File: config.mk
export PLATFORM = sky130hd
export DESIGN_NAME = pixel_scan_ctrl_flat
export DESIGN_NICKNAME = d
export VERILOG_FILES = /design/src/rtl/video_pkg.sv /design/src/rtl/pixel_scan_ctrl_if.sv /design/src/rtl/raster_counter.sv /design/src/rtl/pixel_scan_ctrl.sv /design/src/flat_wrapper.sv
export SDC_FILE = /design/constraint.sdc
export NUM_CORES = 1
export LEC_CHECK = 0
export BUFFER_PORTS_ARGS = -buffer_cell sky130_fd_sc_hd__clkbuf_2
export CAP_MARGIN = 15
export CORE_MARGIN = 8
export CORE_UTILIZATION = 50
export CTS_CLUSTER_SIZE = 12
export DETAILED_ROUTE_END_ITERATION = 7
export PLACE_DENSITY = 0.81
export SYNTH_ARGS = -nofsm -noshare
export SYNTH_HDL_FRONTEND = slang
export SYNTH_SLANG_ARGS = --single-unit
File: constraint.sdc
create_clock -name clk -period 2.6 [get_ports clk]
set_clock_uncertainty 0.15 [all_clocks]
set_input_delay 0.13 -clock clk [delete_from_list [all_inputs] [get_ports clk]]
set_output_delay 0.13 -clock clk [all_outputs]
set_load 0.03 [all_outputs]
File: src/rtl/video_pkg.sv
// Shared types and default geometry for the video scan path.
package video_pkg;

  localparam int unsigned DEF_DATA_WIDTH    = 32;
  localparam int unsigned DEF_RBG_SIZE      = 24;
  localparam int unsigned DEF_SCREEN_WIDTH  = 640;
  localparam int unsigned DEF_SCREEN_HEIGHT = 480;

  typedef enum logic [1:0] {
    IDLE,
    ISSUE,
    WAIT,
    EMIT
  } scan_state_t;

endpackage

File: src/rtl/pixel_scan_ctrl_if.sv
// Coordinate request, colour return and downstream pixel stream of the scan controller.
interface pixel_scan_ctrl_if #(
    parameter int unsigned DATA_WIDTH = video_pkg::DEF_DATA_WIDTH,
    parameter int unsigned RBG_SIZE   = video_pkg::DEF_RBG_SIZE
);

    logic                  req_valid;
    logic                  req_ready;
    logic [DATA_WIDTH-1:0] req_x;
    logic [DATA_WIDTH-1:0] req_y;
    logic                  col_valid;
    logic [RBG_SIZE-1:0]   col_i;
    logic                  out_valid;
    logic                  out_ready;
    logic [RBG_SIZE-1:0]   out_colour;
    logic                  out_sof;
    logic                  out_eol;

    modport master (
        output req_valid, req_x, req_y, out_valid, out_colour, out_sof, out_eol,
        input  req_ready, col_valid, col_i, out_ready
    );

    modport slave (
        input  req_valid, req_x, req_y, out_valid, out_colour, out_sof, out_eol,
        output req_ready, col_valid, col_i, out_ready
    );

endinterface

File: src/rtl/raster_counter.sv
// x/y raster position; advances one pixel per accepted output and wraps at end of frame.
module raster_counter #(
    parameter  int unsigned SCREEN_WIDTH  = video_pkg::DEF_SCREEN_WIDTH,
    parameter  int unsigned SCREEN_HEIGHT = video_pkg::DEF_SCREEN_HEIGHT,
    localparam int unsigned XW            = $clog2(SCREEN_WIDTH),
    localparam int unsigned YW            = $clog2(SCREEN_HEIGHT)
) (
    input  logic          clk,
    input  logic          reset,
    input  logic          advance,
    output logic [XW-1:0] x,
    output logic [YW-1:0] y,
    output logic          sof,
    output logic          eol,
    output logic          last_pixel
);

    localparam logic [XW-1:0] XMAX = XW'(SCREEN_WIDTH - 1);
    localparam logic [YW-1:0] YMAX = YW'(SCREEN_HEIGHT - 1);

    always_ff @(posedge clk or negedge reset) begin
        if (!reset) begin
            x <= '0;
            y <= '0;
        end else if (advance) begin
            if (eol) begin
                x <= '0;
                y <= (y == YMAX) ? '0 : y + 1'b1;
            end else begin
                x <= x + 1'b1;
            end
        end
    end

    always_comb begin
        eol        = (x == XMAX);
        sof        = (x == '0) && (y == '0);
        last_pixel = eol && (y == YMAX);
    end

endmodule

File: src/rtl/pixel_scan_ctrl.sv
// Raster-scan scheduler: requests a colour per pixel, then streams it out with sof/eol markers.
module pixel_scan_ctrl
    import video_pkg::*;
#(
    parameter int unsigned DATA_WIDTH    = DEF_DATA_WIDTH,
    parameter int unsigned RBG_SIZE      = DEF_RBG_SIZE,
    parameter int unsigned SCREEN_WIDTH  = DEF_SCREEN_WIDTH,
    parameter int unsigned SCREEN_HEIGHT = DEF_SCREEN_HEIGHT
) (
    input  logic                  clk,
    input  logic                  reset,
    input  logic                  start,
    input  logic                  continuous,
    input  logic                  stop,
    pixel_scan_ctrl_if.master     bus,
    output logic                  busy,
    output logic [DATA_WIDTH-1:0] frame_count
);

    localparam int unsigned XW = $clog2(SCREEN_WIDTH);
    localparam int unsigned YW = $clog2(SCREEN_HEIGHT);

    scan_state_t   state;
    logic          stop_seen;
    logic [XW-1:0] x;
    logic [YW-1:0] y;
    logic          sof;
    logic          eol;
    logic          last_pixel;
    logic          advance;

    assign advance   = (state == EMIT) && bus.out_valid && bus.out_ready;
    assign bus.req_x = DATA_WIDTH'(x);
    assign bus.req_y = DATA_WIDTH'(y);

    raster_counter #(
        .SCREEN_WIDTH (SCREEN_WIDTH),
        .SCREEN_HEIGHT(SCREEN_HEIGHT)
    ) u_raster (
        .clk       (clk),
        .reset     (reset),
        .advance   (advance),
        .x         (x),
        .y         (y),
        .sof       (sof),
        .eol       (eol),
        .last_pixel(last_pixel)
    );

    always_ff @(posedge clk or negedge reset) begin
        if (!reset) begin
            state          <= IDLE;
            stop_seen      <= 1'b0;
            busy           <= 1'b0;
            frame_count    <= '0;
            bus.req_valid  <= 1'b0;
            bus.out_valid  <= 1'b0;
            bus.out_colour <= '0;
            bus.out_sof    <= 1'b0;
            bus.out_eol    <= 1'b0;
        end else begin
            if (state != IDLE && stop) stop_seen <= 1'b1;
            case (state)
                IDLE: begin
                    if (start) begin
                        // A stop arriving with start limits the run to this one frame.
                        stop_seen     <= stop;
                        busy          <= 1'b1;
                        bus.req_valid <= 1'b1;
                        state         <= ISSUE;
                    end
                end
                ISSUE: begin
                    if (bus.req_ready) begin
                        bus.req_valid <= 1'b0;
                        state         <= WAIT;
                    end
                end
                WAIT: begin
                    if (bus.col_valid) begin
                        bus.out_colour <= bus.col_i;
                        bus.out_sof    <= sof;
                        bus.out_eol    <= eol;
                        bus.out_valid  <= 1'b1;
                        state          <= EMIT;
                    end
                end
                EMIT: begin
                    if (bus.out_ready) begin
                        bus.out_valid <= 1'b0;
                        bus.out_sof   <= 1'b0;
                        bus.out_eol   <= 1'b0;
                        if (last_pixel) begin
                            frame_count <= frame_count + 1'b1;
                            if (continuous && !stop_seen && !stop) begin
                                bus.req_valid <= 1'b1;
                                state         <= ISSUE;
                            end else begin
                                stop_seen <= 1'b0;
                                busy      <= 1'b0;
                                state     <= IDLE;
                            end
                        end else begin
                            bus.req_valid <= 1'b1;
                            state         <= ISSUE;
                        end
                    end
                end
                default: state <= IDLE;
            endcase
        end
    end

endmodule

File: src/flat_wrapper.sv
// flat-port wrapper written by rule: the top's interface ports become plain ports
module pixel_scan_ctrl_flat import video_pkg::*;
#(
    parameter int unsigned DATA_WIDTH    = DEF_DATA_WIDTH,
    parameter int unsigned RBG_SIZE      = DEF_RBG_SIZE,
    parameter int unsigned SCREEN_WIDTH  = DEF_SCREEN_WIDTH,
    parameter int unsigned SCREEN_HEIGHT = DEF_SCREEN_HEIGHT
)
  (clk, reset, start, continuous, stop, busy, frame_count, bus_req_valid, bus_req_x, bus_req_y, bus_out_valid, bus_out_colour, bus_out_sof, bus_out_eol, bus_req_ready, bus_col_valid, bus_col_i, bus_out_ready);
  pixel_scan_ctrl_if #(.DATA_WIDTH(DATA_WIDTH), .RBG_SIZE(RBG_SIZE)) bus_i ();
  input  logic clk;
  input  logic reset;
  input  logic start;
  input  logic continuous;
  input  logic stop;
  output logic busy;
  output logic [DATA_WIDTH-1:0] frame_count;
  output wire logic [$bits(bus_i.req_valid)-1:0] bus_req_valid;
  output wire logic [$bits(bus_i.req_x)-1:0] bus_req_x;
  output wire logic [$bits(bus_i.req_y)-1:0] bus_req_y;
  output wire logic [$bits(bus_i.out_valid)-1:0] bus_out_valid;
  output wire logic [$bits(bus_i.out_colour)-1:0] bus_out_colour;
  output wire logic [$bits(bus_i.out_sof)-1:0] bus_out_sof;
  output wire logic [$bits(bus_i.out_eol)-1:0] bus_out_eol;
  input wire logic [$bits(bus_i.req_ready)-1:0] bus_req_ready;
  input wire logic [$bits(bus_i.col_valid)-1:0] bus_col_valid;
  input wire logic [$bits(bus_i.col_i)-1:0] bus_col_i;
  input wire logic [$bits(bus_i.out_ready)-1:0] bus_out_ready;
  assign bus_req_valid = bus_i.req_valid;
  assign bus_req_x = bus_i.req_x;
  assign bus_req_y = bus_i.req_y;
  assign bus_out_valid = bus_i.out_valid;
  assign bus_out_colour = bus_i.out_colour;
  assign bus_out_sof = bus_i.out_sof;
  assign bus_out_eol = bus_i.out_eol;
  assign bus_i.req_ready = bus_req_ready;
  assign bus_i.col_valid = bus_col_valid;
  assign bus_i.col_i = bus_col_i;
  assign bus_i.out_ready = bus_out_ready;
  pixel_scan_ctrl #(.DATA_WIDTH(DATA_WIDTH), .RBG_SIZE(RBG_SIZE), .SCREEN_WIDTH(SCREEN_WIDTH), .SCREEN_HEIGHT(SCREEN_HEIGHT)) u_core (.clk(clk), .reset(reset), .start(start), .continuous(continuous), .stop(stop), .bus(bus_i), .busy(busy), .frame_count(frame_count));
endmodule
### After elaboration in Yosys (flattened, before gate mapping)

Index checks and enable logic that the tools add are counted.

| word-level totals | value |
|---|---|
| memories kept | 0 |
| word-level logic and storage cells | 81 |
| register bits | 83 |
| output and inout port bits | 125 |
| bits of input ports | 32 |
| latch bits | 0 |
| bits in read-only memories | 0 |
| bits in writable memories | 0 |

| cells by class | value |
|---|---|
| mux-type cells | 32 |
| magnitude comparators | 0 |
| bitwise logic cells | 0 |
| reductions and logical operators | 23 |
| add/subtract/negate cells | 3 |
| $mul | 0 |
| equal/unequal tests | 12 |
| shift operators | 0 |
| div/mod/pow operators | 0 |

Operators with widths:

| operator | count |
|---|---|
| 32-bit by 1-bit adder with 32-bit output, second input constant | 1 |
| 1-bit two-way mux | 19 |
| 10-bit by 1-bit adder with 10-bit output, second input constant | 1 |
| 10-bit equality test, second input constant | 1 |
| 10-bit zero test | 1 |
| 10-bit two-way mux | 1 |
| 2-bit inequality test, second input constant | 5 |
| 1-bit case mux with 2 select lines | 5 |
| 5-bit AND reduction | 2 |
| 9-bit by 1-bit adder with 9-bit output, second input constant | 1 |
| 9-bit equality test, second input constant | 1 |
| 9-bit zero test | 1 |
| 9-bit two-way mux | 1 |
| 2-bit two-way mux | 4 |
| 2-bit case mux with 4 select lines | 1 |
| 1-bit logical AND | 7 |
| 3-bit AND reduction | 2 |
| 2-bit nonzero test | 3 |
| 2-bit equality test, second input constant | 2 |
| 2-bit AND reduction | 2 |
| 4-bit AND reduction | 1 |
| 3-bit inequality test, second input constant | 1 |
| 1-bit case mux with 3 select lines | 1 |
| 3-bit nonzero test | 1 |
| 4 further kinds | 5 |

### Depth between registers and ports, before layout

| depth | value |
|---|---|
| depth after elaboration | 7 |
| mapped depth | 7 |
| gate-level depth less buffers | 7 |

### Modules after synthesis

A second synthesis with hierarchy kept.

| second synthesis, totals | value |
|---|---|
| cell total of the unflattened synthesis | 391 |
| area total of the unflattened synthesis | 4261.6 um^2 |

By module, submodules not included:

| module | area an instance (um^2) | cells each | sequential area each (um^2) | times used |
|---|---|---|---|---|
| pixel_scan_ctrl | 3238.1 | 287 | 1601.5 | 1 |
| raster_counter | 1023.5 | 104 | 475.5 | 1 |

### Worst setup path after synthesis

No wires, ideal clock.

| path | value |
|---|---|
| path kind | reg-to-reg |
| from | register u_core.u_raster.y[0] |
| to | register u_core.frame_count[19] |
| stages on the path, launching flop included | 8 |
| library setup time | 0.134 ns |
| arrival | 2.209 ns |
| required time | 2.316 ns |
| period minus slack after synthesis | 2.494 ns |
| setup slack | 0.106 ns |
| path buffers | 1 |
| cells stage by stage | dfrtp_1 ha_1 nand3_1 or4b_1 buf_6 nor4_4 nand4_1 xnor2_1 |

| between the ends | value |
|---|---|
| word-level cells in the longest chain between the ends | 3 |

RTL lines:

| element | RTL line | source |
|---|---|---|
| start: declaration | raster_counter.sv:12 | `output logic [YW-1:0] y,` |
| start signal: assignment | raster_counter.sv:28 | `y <= (y == YMAX) ? '0 : y + 1'b1;` |
| 9-bit equality test | raster_counter.sv:38 | `last_pixel = eol && (y == YMAX);` |
| 1-bit logical AND | raster_counter.sv:38 |  |
| 3-bit AND reduction (no line) | -- |  |
| end signal: assignment | pixel_scan_ctrl.sv:94 | `frame_count <= frame_count + 1'b1;` |
| end: declaration | pixel_scan_ctrl.sv:17 | `output logic [DATA_WIDTH-1:0] frame_count` |

Every way passes these cells.
A chain may end at the register's enable or synchronous reset.

### Final worst setup path

| path | value |
|---|---|
| from | register u_core.u_raster.y[0] |
| to | register u_core.frame_count[25] |

Same word-level chain as after synthesis.

==> flow_summary.json <==
{
  "status": "finished clean",
  "num_rows": 33,
  "avgSynthCellArea_um2": 10.9,
  "yosys_warnings": 0,
  "reg2reg_to": "u_core.frame_count[25]$_DFFE_PN0P_",
  "via_per_inst": 5.12,
  "finalSetupTns_ps": 0,
  "synth_top_area_share_pct": 48.6,
  "reg2reg_from": "u_core.u_raster.y[0]$_DFFE_PN0P_",
  "vias": 3305,
  "max_slew_margin_pct": 30.4,
  "tightest_slew_ps": 1040,
  "first_iter_violations": 143,
  "synth.area.top_cells": "dfrtp_1 (49%), xnor2_1 (8.2%), buf_4 (7.9%)",
  "drt.antenna.violating_nets": 0,
  "grt_setup_unrepaired": "false",
  "grtUsageTotal_pct": 17.9,
  "irDropWorstVdd_v": 0.000564,
  "drive_gt1_share_pct": 31.2,
  "setup_violations": 0,
  "hpwl_um": 7640,
  "arrival_ps": 2500,
  "die_h_um": 108,
  "clkTransAtPathRegs_ps": 80,
  "clock_sinks": 83,
  "htreeDepth": 3,
  "maxCapViolations": 0,
  "clk_latency_ps": 340,
  "drc": 0,
  "cp-end-kind": "register",
  "worstSetupStartpointType": "register",
  "yosys.area.top_type": "dfrtp_1",
  "root_buffer": "clkbuf_8",
  "routed_wl_um": 10400,
  "crit_start": "u_core.u_raster.y[0]$_DFFE_PN0P_",
  "required_ps": 2680,
  "grt_max_degree": 84,
  "power_density_nw_per_um2": 810,
  "cts_tree": "done",
  "syn_inst": 392,
  "first_pass_iters": 4,
  "ios": 157,
  "start_util_pct": 51.7,
  "cpPeakStageDelay_ps": 510,
  "cp_slowest_cell": "or4b_1",
  "grt_pass1_wl_um": 16900,
  "cp-endpoint": "u_core.frame_count[25]$_DFFE_PN0P_",
  "antenna_found_initial": 0,
  "hold_path.class": "input pin to register",
  "overflow": 0,
  "syn_to_final_growth_pct": 23.0,
  "fmax_mhz": 412,
  "die_area_um2": 11800,
  "n_antenna_cell": 0,
  "async_reset_ff_share_pct": 100,
  "io_buffer_count": 111,
  "cp_max_fo": 10,
  "r2r_slack_ps": 170,
  "cp_cell_sequence": "ha_1, nand3_1, or4b_1, buf_4, nor3_4, nand4b_1, xnor2_1",
  "place_area_um2": 4790,
  "timing.final.crit_share_pct": 93.3,
  "n_fill_cell": 670,
  "ys_seq_elements": 83,
  "yosysUniqueCellTypes": 45,
  "leakagePower_nw": 2.61,
  "core-area_um2": 8260,
  "clockBufferDepth": 2,
  "routedWlPerCell_um": 16.1,
  "path_class": "register to register",
  "synth.yosys.seq_area_share_pct": 48.6,
  "syn-cell-area_um2": 4270,
  "grt_pass1_vias": 3392,
  "place_congestion": 0.848,
  "synth-edff-count": 0,
  "fp.dieW_um": 108,
  "slew_violations": 0,
  "final_nets": 577,
  "reg2reg_depth": 7,
  "min_period_ps": 2430,
  "postLayoutCellArea_um2": 5250,
  "final_util_pct": 63.6,
  "yosys_most_used_dff": "dfrtp_1",
  "finalHoldViolCount": 0,
  "cts_made_buffers": 9
}
worst min-delay path by stage:
stage	slack [ps]	cells after the start	endpoint	from
2_1_floorplan	-320	0	u_core.bus.out_colour[0]$_DFFE_PN0P_	reset
3_3_place_gp	210	2	u_core.bus.out_colour[17]$_DFFE_PN0P_	bus_col_i[17]
3_5_place_dp	220	2	u_core.bus.out_colour[1]$_DFFE_PN0P_	bus_col_i[1]
4_1_cts	20	4	u_core.bus.out_valid$_DFFE_PN0P_	bus_out_ready
5_1_grt	70	4	u_core.busy$_DFFE_PN0P_	continuous
6_report	40	4	u_core.bus.out_valid$_DFFE_PN0P_	bus_out_ready
final cells by class:
class | count | area (µm²) | share of cell area [%]
clock buffer | 11 | 141 | 2.69
multi-input combinational | 289 | 1950 | 37.1
timing repair buffer | 143 | 866 | 16.5
tap | 105 | 131 | 2.50
inverter | 10 | 37.5 | 0.714
clock inverter | 5 | 52.6 | 1.00
sequential | 83 | 2080 | 39.5
power by group:
| part | switching [mW] | internal [mW] | total (mW) |
|---|---|---|---|
| Clock | 0.453 | 0.466 | 0.919 |
| Sequential | 0.175 | 1.55 | 1.73 |
| Combinational | 1.05 | 0.560 | 1.61 |
cell families (layout without fill, tap and decap cells):
group,after synthesis,in the layout,share of synthesized area (%)
DFF,83,83,48.6
xor gates and xnor gates,44,44,9.02
AOI/OAI and AO/OA,23,23,3.57
and+or+nand+nor,141,141,19.2
muxes,27,27,7.12
adders and majority gates,9,9,2.64
buffers and inverters,64,169,9.75
other,1,45,0.0878
flip-flops by register name (all words and copies together) (netlist names), 2 cells and up:
| register | flops |
|---|---|
| u_core.bus.out_colour | 24 |
| u_core.frame_count | 32 |
| u_core.state | 2 |
| u_core.u_raster.x | 10 |
| u_core.u_raster.y | 9 |
cell usage after synthesis, drive strengths merged, types with 2 or more instances:
cell type	number
a22o	2
and2	3
and4	6
o21ai	6
nor4	5
nand2	31
xnor2	40
a211oi	2
mux2	27
nor2b	4
nand4b	3
a21oi	5
clkbuf	8
nand4	20
inv	10
nand2b	5
ha	9
and3	13
nand3	17
nor3	7
buf	46
xor2	4
dfrtp	83
a31oi	2
nor2	22
through the flow:
stage	power [mW]	hold slack, ps	cells	setup WS [ps]
2_1_floorplan	2.90	-316	436	106
3_3_place_gp	3.27	211	603	200
3_5_place_dp	3.33	218	603	134
4_1_cts	4.28	19.7	646	117
5_1_grt	4.50	74.8	646	57.9
6_report	4.25	39.6	646	173
worst max-delay path: cells and delay by family, from the launching register on:
kind,cells,cell delay [ps]
simple gates,4,1140
flops,1,420
fa+ha+maj,1,240
buf+inv,1,210
xor+xnor,1,160
layer usage:
layer | track usage [%] | vias to the layer above | wire, µm
li1 | - | 1550 | -
met2 | 29.6 | 128 | 5260
met4 | 6.74 | 0 | 142
met3 | 5.47 | 14 | 927
met5 | 0 | - | 0
met1 | 21.5 | 1613 | 4100
cells in the final DEF, fill, tap and decap left out, drive strengths merged, types with 4 or more instances in the layout:
cell and instances:
xnor2 40, and4 6, nor4 5, and3 13, a21oi 5, inv 10, nor2b 4, nand2 31
buf 6, nand2b 5, nand4 20, xor2 4, conb 45, mux2 27, nor3 7, clkbuf 121
dlygate4sd3 27, nor2 22, dfrtp 83, o21ai 6, nand3 17, ha 9
timing repair:
action                                  in CTS  in global routing
hold buffers                                27                  0
hold endpoints to repair                   109                  0
buffers inserted                             0                  0
endpoints found under the setup margin       0                  5
resized for setup                            0                  2
(Power assumes the default switching activity.)
